`src/rtl/rr_arb_pkg.sv`:
```
// Shared types, defaults and helpers for the round-robin arbiter and its client bank.
package rr_arb_pkg;

  localparam int unsigned DefClients   = 32;
  localparam int unsigned DefDepth     = 4;
  localparam int unsigned DefWaitLimit = 31;

  // Upper bound on CLIENTS so grant vectors can be checked by one fixed-width helper.
  localparam int unsigned MaxClients   = 1024;

  typedef logic [DefClients-1:0] client_vec_t;
  typedef logic [MaxClients-1:0] wide_vec_t;

  // Clearing the lowest set bit leaves zero only for a zero or one-hot vector.
  function automatic logic is_zero_or_onehot(input wide_vec_t v);
    return (v & (v - wide_vec_t'(1))) == '0;
  endfunction

endpackage

```
`src/rtl/rr_arb_client_slot.sv`:
```
// One client's pending-token counter with full / push_drop flags.
// Optional wait counter and sticky starve flag under RR_ARB_CLIENT_STARVE_CHECK_EN.
module rr_arb_client_slot
  import rr_arb_pkg::*;
#(
  parameter int unsigned DEPTH      = DefDepth,
  parameter int unsigned WAIT_LIMIT = DefWaitLimit
) (
  input  logic clock,
  input  logic reset,
  input  logic push,
  input  logic grant,
  output logic request,
  output logic full,
  output logic push_drop,
  output logic starve
);

  localparam int unsigned     CntW   = $clog2(DEPTH + 1);
  localparam logic [CntW-1:0] CntMax = CntW'(DEPTH);
  localparam logic [CntW-1:0] CntOne = CntW'(1);

  logic [CntW-1:0] cnt_q, cnt_d;
  logic            push_drop_q, push_drop_d;
  logic            take;

  assign request   = (cnt_q != '0);
  assign full      = (cnt_q == CntMax);
  assign push_drop = push_drop_q;

  // A grant only consumes a token when one is pending; stray grant bits are ignored here.
  assign take = grant & request;

  always_comb begin
    cnt_d       = cnt_q;
    push_drop_d = 1'b0;
    if (push && !take) begin
      if (full) begin
        push_drop_d = 1'b1;
      end else begin
        cnt_d = cnt_q + CntOne;
      end
    end else if (take && !push) begin
      cnt_d = cnt_q - CntOne;
    end
  end

  always_ff @(posedge clock or negedge reset) begin
    if (!reset) begin
      cnt_q       <= '0;
      push_drop_q <= 1'b0;
    end else begin
      cnt_q       <= cnt_d;
      push_drop_q <= push_drop_d;
    end
  end

`ifdef RR_ARB_CLIENT_STARVE_CHECK_EN
  localparam int unsigned      WaitW   = $clog2(WAIT_LIMIT + 2);
  localparam logic [WaitW-1:0] WaitMax = WaitW'(WAIT_LIMIT + 1);
  localparam logic [WaitW-1:0] WaitOne = WaitW'(1);

  logic [WaitW-1:0] wait_cnt_q, wait_cnt_d;
  logic             starve_q, starve_d;

  always_comb begin
    wait_cnt_d = wait_cnt_q;
    if (!request || take) begin
      wait_cnt_d = '0;
    end else if (wait_cnt_q != WaitMax) begin
      wait_cnt_d = wait_cnt_q + WaitOne;
    end
    starve_d = starve_q | (wait_cnt_q == WaitMax);
  end

  always_ff @(posedge clock or negedge reset) begin
    if (!reset) begin
      wait_cnt_q <= '0;
      starve_q   <= 1'b0;
    end else begin
      wait_cnt_q <= wait_cnt_d;
      starve_q   <= starve_d;
    end
  end

  assign starve = starve_q;
`else
  assign starve = 1'b0;
`endif

endmodule

```
`src/rtl/rr_arb_client_bank.sv`:
```
// Bank of per-client request counters feeding rr_arbiter, with grant protocol checking.
// Define RR_ARB_CLIENT_STARVE_CHECK_EN to build the per-client starvation monitors.
module rr_arb_client_bank
  import rr_arb_pkg::*;
#(
  parameter int unsigned CLIENTS    = DefClients,
  parameter int unsigned DEPTH      = DefDepth,
  parameter int unsigned WAIT_LIMIT = DefWaitLimit
) (
  input  logic               clock,
  input  logic               reset,
  input  logic [CLIENTS-1:0] push,
  input  logic [CLIENTS-1:0] grant,
  output logic [CLIENTS-1:0] request,
  output logic [CLIENTS-1:0] full,
  output logic [CLIENTS-1:0] push_drop,
  output logic               grant_err,
  output logic [CLIENTS-1:0] starve
);

  for (genvar i = 0; i < CLIENTS; i++) begin : g_slot
    rr_arb_client_slot #(
      .DEPTH      (DEPTH),
      .WAIT_LIMIT (WAIT_LIMIT)
    ) u_slot (
      .clock     (clock),
      .reset     (reset),
      .push      (push[i]),
      .grant     (grant[i]),
      .request   (request[i]),
      .full      (full[i]),
      .push_drop (push_drop[i]),
      .starve    (starve[i])
    );
  end

  wide_vec_t grant_ext;
  logic      grant_err_q, grant_err_d;

  always_comb begin
    grant_ext              = '0;
    grant_ext[CLIENTS-1:0] = grant;
    grant_err_d = !is_zero_or_onehot(grant_ext) || (|(grant & ~request));
  end

  always_ff @(posedge clock or negedge reset) begin
    if (!reset) begin
      grant_err_q <= 1'b0;
    end else begin
      grant_err_q <= grant_err_d;
    end
  end

  assign grant_err = grant_err_q;

endmodule

```
`config.mk`:
```
export PLATFORM = sky130hd
export DESIGN_NAME = rr_arb_client_bank
export DESIGN_NICKNAME = d
export VERILOG_FILES = /design/src/rtl/rr_arb_pkg.sv /design/src/rtl/rr_arb_client_slot.sv /design/src/rtl/rr_arb_client_bank.sv
export SDC_FILE = /design/constraint.sdc
export NUM_CORES = 1
export LEC_CHECK = 0
export ABC_CLOCK_PERIOD_IN_PS = 4650
export CORE_MARGIN = 10
export CORE_UTILIZATION = 40
export DETAILED_ROUTE_END_ITERATION = 8
export GPL_TIMING_DRIVEN = 0
export SYNTH_ARGS = -nofsm -noshare
export SYNTH_HDL_FRONTEND = slang
export SYNTH_SLANG_ARGS = --single-unit
```
`constraint.sdc`:
```
create_clock -name clock -period 4.65 [get_ports clock]
set_input_delay 0.465 -clock clock [delete_from_list [all_inputs] [get_ports clock]]
set_output_delay 0.465 -clock clock [all_outputs]
set_load 0.1 [all_outputs]
```
Word-level counts from Yosys, hierarchy flattened
Cells that the tools add are included.
{"block": "word_totals", "reg_bits": 129, "inputBits": 66, "output_inout_bits": 129}
{"block": "classes", "addsub": 65, "n_eq_ne": 64, "n_mux": 160, "bitwise_logic": 35, "n_reduce_logical": 228}
{"cell": "$and A32 B1024 Y1024", "n": 1}
{"cell": "$logic_not A1024 Y1", "n": 1}
{"cell": "$mux W3", "n": 96}
{"cell": "$add A3 B1 Y3 const B", "n": 32}
{"cell": "$eq A3 B3 Y1 const B", "n": 32}
{"cell": "$reduce_bool A3 Y1", "n": 32}
{"cell": "$sub A3 B1 Y3 const B", "n": 32}
{"cell": "$logic_not A1 Y1", "n": 65}
{"cell": "$logic_and A1 B1 Y1", "n": 64}
{"cell": "$mux W1", "n": 64}
{"cell": "$ne A2 B2 Y1 const B", "n": 32}
{"cell": "$reduce_and A2 Y1", "n": 32}
{"cell": "$reduce_bool A2 Y1", "n": 32}
{"cell": "$sub A32 B1 Y33 const B", "n": 1}
{"cell": "$and A1 B1 Y1", "n": 32}
{"cell": "$and A32 B32 Y32", "n": 1}
{"cell": "$not A32 Y32", "n": 1}
{"cell": "$reduce_or A32 Y1", "n": 1}
{"cell": "$logic_or A1 B1 Y1", "n": 1}

Longest topological paths before layout
Gate-level depths: netlist of the first run.
{"block": "logic_depth", "ltp_word": 6, "ltp_mapped": 10}

Modules after synthesis
From an unflattened synthesis of the first run, not the netlist that was laid out.
{"block": "unflattened", "cells_unflattened": 1323, "area_unflattened_um2": 11512.3}
{"mod": "rr_arb_client_slot (g_slot[0].u_slot ...)", "instances": 31, "cells_each": 38, "area_per_inst_um2": 336.6, "seq_area_each_um2": 100.1}
{"mod": "rr_arb_client_bank", "instances": 1, "cells_each": 106, "area_per_inst_um2": 715.7, "seq_area_each_um2": 25.0}
{"mod": "rr_arb_client_slot (g_slot[9].u_slot)", "instances": 1, "cells_each": 39, "area_per_inst_um2": 362.8, "seq_area_each_um2": 100.1}

Worst setup path after synthesis of the first run
Ideal clock, no wire load.
{"block": "synth_path", "path_type": "input-to-reg", "from": "in grant[14]", "to": "reg grant_err_q (netlist: grant_err)", "t_arrival_ns": 2.303, "t_required_ns": 4.517, "path_slack_ns": 2.214, "cell_stages": 7, "cell_sequence": "buf_2 or4_4 or3_1 or3_4 maj3_2 o22ai_1 nand4b_1"}
{"block": "synth_via", "elab_chain_cells": 5, "elab_cells_between_ends": 7, "cone_classes": "add/sub (1); bitwise (2); reduce/logical (4)"}
{"element": "start: declaration", "line": "rr_arb_client_bank.sv:13", "rtl": "input logic [CLIENTS-1:0] grant,"}
{"element": "$sub A32 B1 Y33", "line": "rr_arb_pkg.sv:16", "rtl": "return (v & (v - wide_vec_t'(1))) == '0;"}
{"element": "$and A32 B1024 Y1024", "line": "rr_arb_pkg.sv:16"}
{"element": "$logic_not A1024 Y1", "line": "rr_arb_pkg.sv:16"}
{"element": "$logic_not A1 Y1", "line": "rr_arb_client_bank.sv:43", "rtl": "grant_err_d = !is_zero_or_onehot(grant_ext) || (|(grant & ~request));"}
{"element": "$logic_or A1 B1 Y1 (*)", "line": "rr_arb_client_bank.sv:43"}
{"element": "net grant_err_d", "line": "rr_arb_client_bank.sv:38", "rtl": "logic grant_err_q, grant_err_d;"}
{"element": "end signal: assignment", "line": "rr_arb_client_bank.sv:50", "rtl": "grant_err_q <= grant_err_d;"}
{"element": "end: declaration", "line": "rr_arb_client_bank.sv:38"}
Mark *: on every way through the listed nets, which the timed path passes. The rest lies on a longest branch.
A chain may end at the register's enable or synchronous reset.

Worst setup path in the final report of the first run
{"block": "layout_path", "from": "in grant[0]", "to": "reg grant_err_q (netlist: grant_err)"}
Same word-level chain as after synthesis.

==> results.tsv, run 1 <==
stage	metric	value	unit
clock_tree	clk_root_buffer_cell	sky130_fd_sc_hd__clkbuf_16	
place	place.detailed.hpwl	21200	microns
drt	drt-vias-per-instance	5.13	
pwr	cellInternalPower	4.83	mW
worst_hold_path	worst_hold_path_type	in -> async	
setup_path	cp_max_fo	4	
cells_and_area	fillers	2439	
timing	worst_case_setup_margin_in_the_final_layout	1.60	ns
synth	postSynth.asyncResetShare	1.00	
synth	synth_cells	1289	
cells_and_area	area_of_combinational_cells_with_multiple_inputs	5830	sq um
place	buffer_ports.inserted	133	
synth	netlist_top_cells_area	sky130_fd_sc_hd__dfrtp_1 (31%), sky130_fd_sc_hd__buf_4 (9.3%), sky130_fd_sc_hd__nor2_1 (6.4%)	
pwr	comb_power_share	0.615	
clock_tree	clock_insertion_delay_worst_skew	0.43	ns
cells_and_area	ff_latch_area	3230	sq um
clock_tree	clock_tree.buffer_depth	2	
timing	post-route-period-util	0.655	
pwr	ir_drop	504	uV
cells_and_area	final_design_area_no_fill	12900	sq um
synth	synthesized_flop_and_latch_total	129	
synth	synth_seq_area_share	0.312	
drt	via_count	9324	
floorplan	ioPinCount	195	
pwr	power.static_leakage	5.53	nW
global_routing	first_global_vias	8876	
synth	synth_most_common_cell	sky130_fd_sc_hd__nor2_1	
cells_and_area	fin_cells	1818	
drt	detailedRoute.firstIterationViolations	546	
pwr	power_density_relative_to_cell_area	794	nW/um^2
pwr	p_sw_frac	0.528	
synth	yosysWarningCount	0	
setup_path	cp-startpoint	grant[0]	
clock_tree	cts-htree-levels	4	
pwr	p_seq_frac	0.236	
timing	final-max-slew-violation-count	0	
setup_path	setup.worst_path.start_class	input port	
synth	portion_of_synthesized_cell_area_occupied_by_the_leading_cell_type	0.312	
timing	rsz_0062_raised_after_global_routing	no	
floorplan	initial_utilization	0.408	
cells_and_area	drive_above_1_share	0.112	
cells_and_area	layout-area-overhead-vs-synth	24.6	%
setup_path	worstSetupEndpointType	flip-flop	
timing	max_freq	328	MHz
clock_tree	clock_sinks	129	
global_routing	grt_pass1_wl	45500	microns
drt	maxUsedRoutingLayer	met4	
drt	antenna_violating_nets_post_route	0	
floorplan	die_extent_in_y	181	microns
floorplan	rows	58	
drt	drt-wirelength-per-cell	15.3	microns
clock_tree	cts.hold.buffers_added	0	
clock_tree	tritoncts	done	
synth	ys_types	52	
timing	hold_viol	0	
clock_tree	tritoncts.num_buffers	17	
clock_tree	clkTransAtPathRegs	0.06	ns
pwr	total_power	10.2	mW
pwr	power.share.clock	0.149	
global_routing	groute.usage.overall	0.167	
floorplan	floorplan.core_area	25300	sq um
synth	syn_std_cell_area	10300	sq um
drt	length_of_routed_met2_wiring	13000	microns
global_routing	antenna_found_initial	2	
synth	yosysTopAreaCell	sky130_fd_sc_hd__dfrtp_1	
drt	wirelength	27700	microns
flow_run	cap_violations	0	
drt	routedLengthMet1	12900	microns
clock_tree	resized_gates_after_cts	0	
synth	synth_commonest_cells	sky130_fd_sc_hd__nor2_1 (177), sky130_fd_sc_hd__nand2_1 (139), sky130_fd_sc_hd__dfrtp_1 (129)	
pwr	switching_power	5.40	mW
drt	route.detailed.drc	0	
place	gp_congestion	0.859	
place	worst_setup_slack_before_clock_tree_synthesis	1.22	ns
setup_path	source_of_the_worst_register_to_register_timing_path	g_slot[26].u_slot.cnt_q[0]	
synth	synth.avg_cell_area	8.02	sq um
timing	report.final.setup_viol	0	
setup_path	timing.critical_path.arrival	3.34	ns
global_routing	maximum_number_of_pins_on_one_net_before_global_route_repair	72	
drt	drt-pass1-iter-count	5	
timing	relSlewSlack	0.214	
global_routing	total_congestion_overflow_after_global_routing	0	
synth	synth-edff-count	0	
place	placement.cell_area	12200	sq um
setup_path	timing.setup.critical_path_class	in -> reg	
cells_and_area	final_util	0.509	
timing	finalWorstPathRequiredPeriod	3.05	ns
place	post-place-cells	1784	
cells_and_area	final_net_count	1571	
clock_tree	post_cts.repair.setup_buffers	0	
timing	fin_setup_tns	0	ns
timing	whs	0.0104	ns
floorplan	die_w	181	microns
status	outcome	finished clean	
setup_path	cp_data_required_time	4.94	ns
drt	dr_wl_met3	1430	microns
floorplan	dieArea	32700	sq um
timing	tightestPinTransition	1.17	ns
timing	fin_skew	0.0133	ns
synth	synth_ff_type	sky130_fd_sc_hd__dfrtp_1	
worst max-delay path, cell delays in order:
cell	delay, ns
sky130_fd_sc_hd__clkdlybuf4s50_1	0.44
sky130_fd_sc_hd__nor4_1	1.00
sky130_fd_sc_hd__nand3_1	0.33
sky130_fd_sc_hd__o41a_1	0.40
sky130_fd_sc_hd__nor4_1	0.25
sky130_fd_sc_hd__o2111ai_1	0.23
sky130_fd_sc_hd__nand4b_1	0.23
layer usage:
metal / global-route usage / vias to the layer above
met4: 0.0446 / 0
met5: 0 / -
li1: - / 4740
met3: 0.0446 / 24
met2: 0.274 / 185
met1: 0.212 / 4375
final timing paths:
check	depth (start not counted)	slack [ns]	end
max	7	1.60	grant_err
min	1	0.01	g_slot[5].u_slot.cnt_q[0]
max reg2reg	6	1.79	grant_err
min reg2reg	1	0.55	g_slot[7].u_slot.cnt_q[2]
max in group asynchronous	2	3.84	g_slot[17].u_slot.cnt_q[2]
min in group clock	2	0.37	g_slot[14].u_slot.cnt_q[1]
sequential cells by signal, indices dropped and copies added, names as in the netlist:
name,flops
grant_err,1
g_slot.u_slot.cnt_q,96
g_slot.u_slot.push_drop,32
cell usage in the layout (no fill, tap or decap), types with 29 or more instances in the layout:
cell type	count
sky130_fd_sc_hd__a21oi_1	45
sky130_fd_sc_hd__a2bb2oi_1	31
sky130_fd_sc_hd__buf_4	128
sky130_fd_sc_hd__clkbuf_1	56
sky130_fd_sc_hd__clkdlybuf4s50_1	132
sky130_fd_sc_hd__conb_1	32
sky130_fd_sc_hd__dfrtp_1	129
sky130_fd_sc_hd__fa_1	32
sky130_fd_sc_hd__inv_1	55
sky130_fd_sc_hd__nand2_1	139
sky130_fd_sc_hd__nor2_1	177
sky130_fd_sc_hd__o21ai_0	106
sky130_fd_sc_hd__or3_1	29
power by group through the flow:
| stage | logic [mW] | clock network, mW | registers [mW] |
|---|---|---|---|
| floorplan | 5.16 | 0 | 2.23 |
| CTS | 6.33 | 1.57 | 2.42 |
| detailed placement | 6.31 | 0 | 2.42 |
| global route | 6.84 | 1.61 | 2.55 |
| global placement | 6.21 | 0 | 2.42 |
| finish | 6.29 | 1.53 | 2.42 |
cell type report:
type | count | area share
sequential | 129 | 0.250
clock buffer | 19 | 0.0344
inverter | 55 | 0.0160
antenna | 2 | 0.000388
buffer | 190 | 0.0927
clock inverter | 13 | 0.0163
timing repair buffer | 134 | 0.106
tap | 330 | 0.0320
multi-input combinational | 946 | 0.452
cells by family (layout without fill, tap and decap cells):
kind of cell / count (synthesis) / in the layout / synth area share
DFF: 129 / 129 / 0.312
AOI/OAI and AO/OA: 300 / 300 / 0.193
xor gates and xnor gates: 52 / 52 / 0.0440
other: 1 / 34 / 0.000363
and+or+nand+nor: 521 / 521 / 0.244
buffers and inverters: 245 / 411 / 0.136
adders and majority gates: 35 / 35 / 0.0650
muxes: 6 / 6 / 0.00581
Power figures use the tool's default switching activity.
==> run 2: changes to the inputs <==
--- a/config.mk
+++ b/config.mk
@@ -5,7 +5,7 @@
 export SDC_FILE = /design/constraint.sdc
 export NUM_CORES = 1
 export LEC_CHECK = 0
-export ABC_CLOCK_PERIOD_IN_PS = 4650
+export ABC_CLOCK_PERIOD_IN_PS = 3030
 export CORE_MARGIN = 10
 export CORE_UTILIZATION = 40
 export DETAILED_ROUTE_END_ITERATION = 8
==> constraint.sdc (replaced) <==
create_clock -name clock -period 3.03 [get_ports clock]
set_input_delay 0.303 -clock clock [delete_from_list [all_inputs] [get_ports clock]]
set_output_delay 0.303 -clock clock [all_outputs]
set_load 0.1 [all_outputs]
==> results.tsv, run 2 (synthesis results as in run 1) <==
stage	metric	value	unit	change
status	outcome	finished clean		unchanged
drt	drt-vias-per-instance	5.14		was 5.13
global_routing	grt_pass1_wl	45500	microns	unchanged
global_routing	antenna_found_initial	2		unchanged
timing	final-max-slew-violation-count	0		unchanged
drt	drt-pass1-iter-count	5		unchanged
global_routing	total_congestion_overflow_after_global_routing	0		unchanged
timing	worst_case_setup_margin_in_the_final_layout	0.168	ns	was 1.60 ns
setup_path	worstRegToRegCells	6		unchanged
timing	rsz_0062_raised_after_global_routing	no		unchanged
pwr	switching_power	8.30	mW	was 5.40 mW
setup_path	worstSetupEndpointType	flip-flop		unchanged
cells_and_area	fin_cells	1819		was 1818
worst_hold_path	worst_hold_path_type	in -> reg		was in -> async
drt	antenna_violating_nets_post_route	0		unchanged
global_routing	groute.usage.overall	0.167		about the same
cells_and_area	largest-register	g_slot.u_slot.cnt_q		unchanged
floorplan	rows	58		unchanged
pwr	power.share.clock	0.149		about the same
pwr	p_seq_frac	0.236		about the same
drt	route.detailed.drc	0		unchanged
timing	report.final.setup_viol	0		unchanged
cells_and_area	layout-area-overhead-vs-synth	24.8	%	was 24.6%
setup_path	cp_data_required_time	3.32	ns	was 4.94 ns
setup_path	timing.critical_path.arrival	3.16	ns	was 3.34 ns
worst_hold_path	worst_hold_path.num_cells	2		
drt	via_count	9352		was 9324
place	worst_setup_slack_before_clock_tree_synthesis	-0.238	ns	was 1.22 ns
floorplan	die_extent_in_y	181	microns	unchanged
clock_tree	tritoncts	done		unchanged
floorplan	die_w	181	microns	unchanged
timing	post-route-period-util	0.945		
pwr	total_power	15.7	mW	was 10.2 mW
cells_and_area	final_util	0.509		about the same
cells_and_area	mostFrequentLayoutCells	sky130_fd_sc_hd__nor2_1 (177), sky130_fd_sc_hd__nand2_1 (139), sky130_fd_sc_hd__clkdlybuf4s50_1 (131), sky130_fd_sc_hd__dfrtp_1 (129), sky130_fd_sc_hd__buf_4 (128)		was sky130_fd_sc_hd__nor2_1 (177), sky130_fd_sc_hd__nand2_1 (139), sky130_fd_sc_hd__clkdlybuf4s50_1 (132), sky130_fd_sc_hd__dfrtp_1 (129), sky130_fd_sc_hd__buf_4 (128)
global_routing	maximum_number_of_pins_on_one_net_before_global_route_repair	72		unchanged
clock_tree	cts-htree-levels	4		unchanged
floorplan	initial_utilization	0.408		unchanged
clock_tree	clock_insertion_delay_worst_skew	0.43	ns	about the same
floorplan	dieArea	32700	sq um	unchanged
cells_and_area	largest_reg_flops	96		unchanged
timing	max_freq	349	MHz	
drt	drt-wirelength-per-cell	15.2	microns	was 15.3 microns
cells_and_area	drive_above_1_share	0.112		about the same
timing	hold_viol	0		unchanged
setup_path	cp_max_fo	4		unchanged
setup_path	timing.setup.critical_path_class	in -> reg		unchanged
timing	finalWorstPathRequiredPeriod	2.86	ns	
cells_and_area	final_design_area_no_fill	12900	sq um	about the same
place	buffer_ports.inserted	133		unchanged
timing	relSlewSlack	0.233		was 0.214
place	place.detailed.hpwl	21200	microns	unchanged
pwr	p_sw_frac	0.528		about the same
clock_tree	clock_sinks	129		unchanged
pwr	power_density_relative_to_cell_area	1220	nW/um^2	was 794 nW/um^2
clock_tree	clkTransAtPathRegs	0.06	ns	about the same
drt	detailedRoute.firstIterationViolations	543		was 546
setup_path	setup.worst_path.start_class	input port		unchanged
place	post-place-cells	1784		unchanged
timing	tightestPinTransition	1.14	ns	was 1.17 ns
clock_tree	clk_root_buffer_cell	sky130_fd_sc_hd__clkbuf_16		unchanged
floorplan	ioPinCount	195		unchanged
pwr	power.static_leakage	5.55	nW	was 5.53 nW
clock_tree	post_cts.repair.setup_buffers	0		unchanged
cells_and_area	final_net_count	1572		was 1571
place	gp_congestion	0.859		unchanged
clock_tree	clock_tree.buffer_depth	2		unchanged
flow_run	cap_violations	0		unchanged
global_routing	first_global_vias	8876		unchanged
clock_tree	tritoncts.num_buffers	17		unchanged
pwr	cellInternalPower	7.41	mW	was 4.83 mW
pwr	comb_power_share	0.615		about the same
drt	wirelength	27700	microns	about the same
cells_and_area	mostFrequentLayoutCell	sky130_fd_sc_hd__nor2_1		unchanged
place	placement.cell_area	12200	sq um	unchanged
floorplan	floorplan.core_area	25300	sq um	unchanged
timing	fin_skew	0.0141	ns	was 0.0133 ns
pwr	ir_drop	774	uV	was 504 uV
[run 2: what timing repair did]
action / in CTS / in global routing
hold buffers: 1 / 0
setup endpoints to repair: 0 / 1
resized for setup: 0 / 1
endpoints found under the hold margin: 58 / 0
[run 2: path summary, 6_finish.rpt]
kind                                       startpoint                          to  slack (ns)
min in group asynchronous                       reset   g_slot[5].u_slot.cnt_q[0]        0.42
setup / recovery                             grant[0]                   grant_err        0.17
hold / removal                              grant[14]  g_slot[14].u_slot.cnt_q[1]        0.20
setup reg to reg           g_slot[26].u_slot.cnt_q[0]                   grant_err        0.18
hold reg to reg             g_slot[7].u_slot.cnt_q[2]   g_slot[7].u_slot.cnt_q[2]        0.55
max in group asynchronous                       reset  g_slot[17].u_slot.cnt_q[2]        1.81
[run 2: power groups by stage]
stage          combinational (mW)  clock, mW  sequential [mW]
3_5_place_dp                 9.68          0             3.72
4_1_cts                      9.72       2.41             3.71
3_3_place_gp                 9.53          0             3.71
5_1_grt                      10.5       2.47             3.91
2_1_floorplan                7.92          0             3.42
6_report                     9.65       2.34             3.71
[run 2: final cells by class]
type / count / area (sq um)
fillers: 2441 / 12400
multi-input cells: 946 / 5830
flip-flops and latches: 129 / 3230
repair buffers: 135 / 1370
plain buffers: 190 / 1190
clock buffers: 19 / 443
well taps: 330 / 413
clock inverters: 13 / 210
inverters: 55 / 206
diodes: 2 / 5.00
[run 2: metrics by stage]
step / hold slack (ns) / setup TNS, ns
2_1_floorplan: 0.00741 / 0
3_3_place_gp: 0.541 / -541.26
3_5_place_dp: 0.342 / -0.238
4_1_cts: 0.198 / 0
5_1_grt: 0.220 / 0
6_report: 0.205 / 0
[run 2: layer usage]
| layer | GRT usage | up-vias | share of wire | routed length, microns |
|---|---|---|---|---|
| met2 | 0.274 | 191 | 0.47 | 13100 |
| met3 | 0.0446 | 22 | 0.054 | 1490 |
| met4 | 0.0446 | 0 | 0.014 | 399 |
| li1 | - | 4742 | - | - |
| met1 | 0.212 | 4397 | 0.46 | 12800 |
| met5 | 0 | - | 0 | 0 |
[run 2: worst max-delay path, cell delays in order]
cell                              delay [ns]
sky130_fd_sc_hd__clkdlybuf4s50_1        0.44
sky130_fd_sc_hd__nor4_1                 0.98
sky130_fd_sc_hd__nand3_1                0.33
sky130_fd_sc_hd__o41a_1                 0.40
sky130_fd_sc_hd__nor4_1                 0.24
sky130_fd_sc_hd__o2111ai_1              0.23
sky130_fd_sc_hd__nand4b_1               0.23
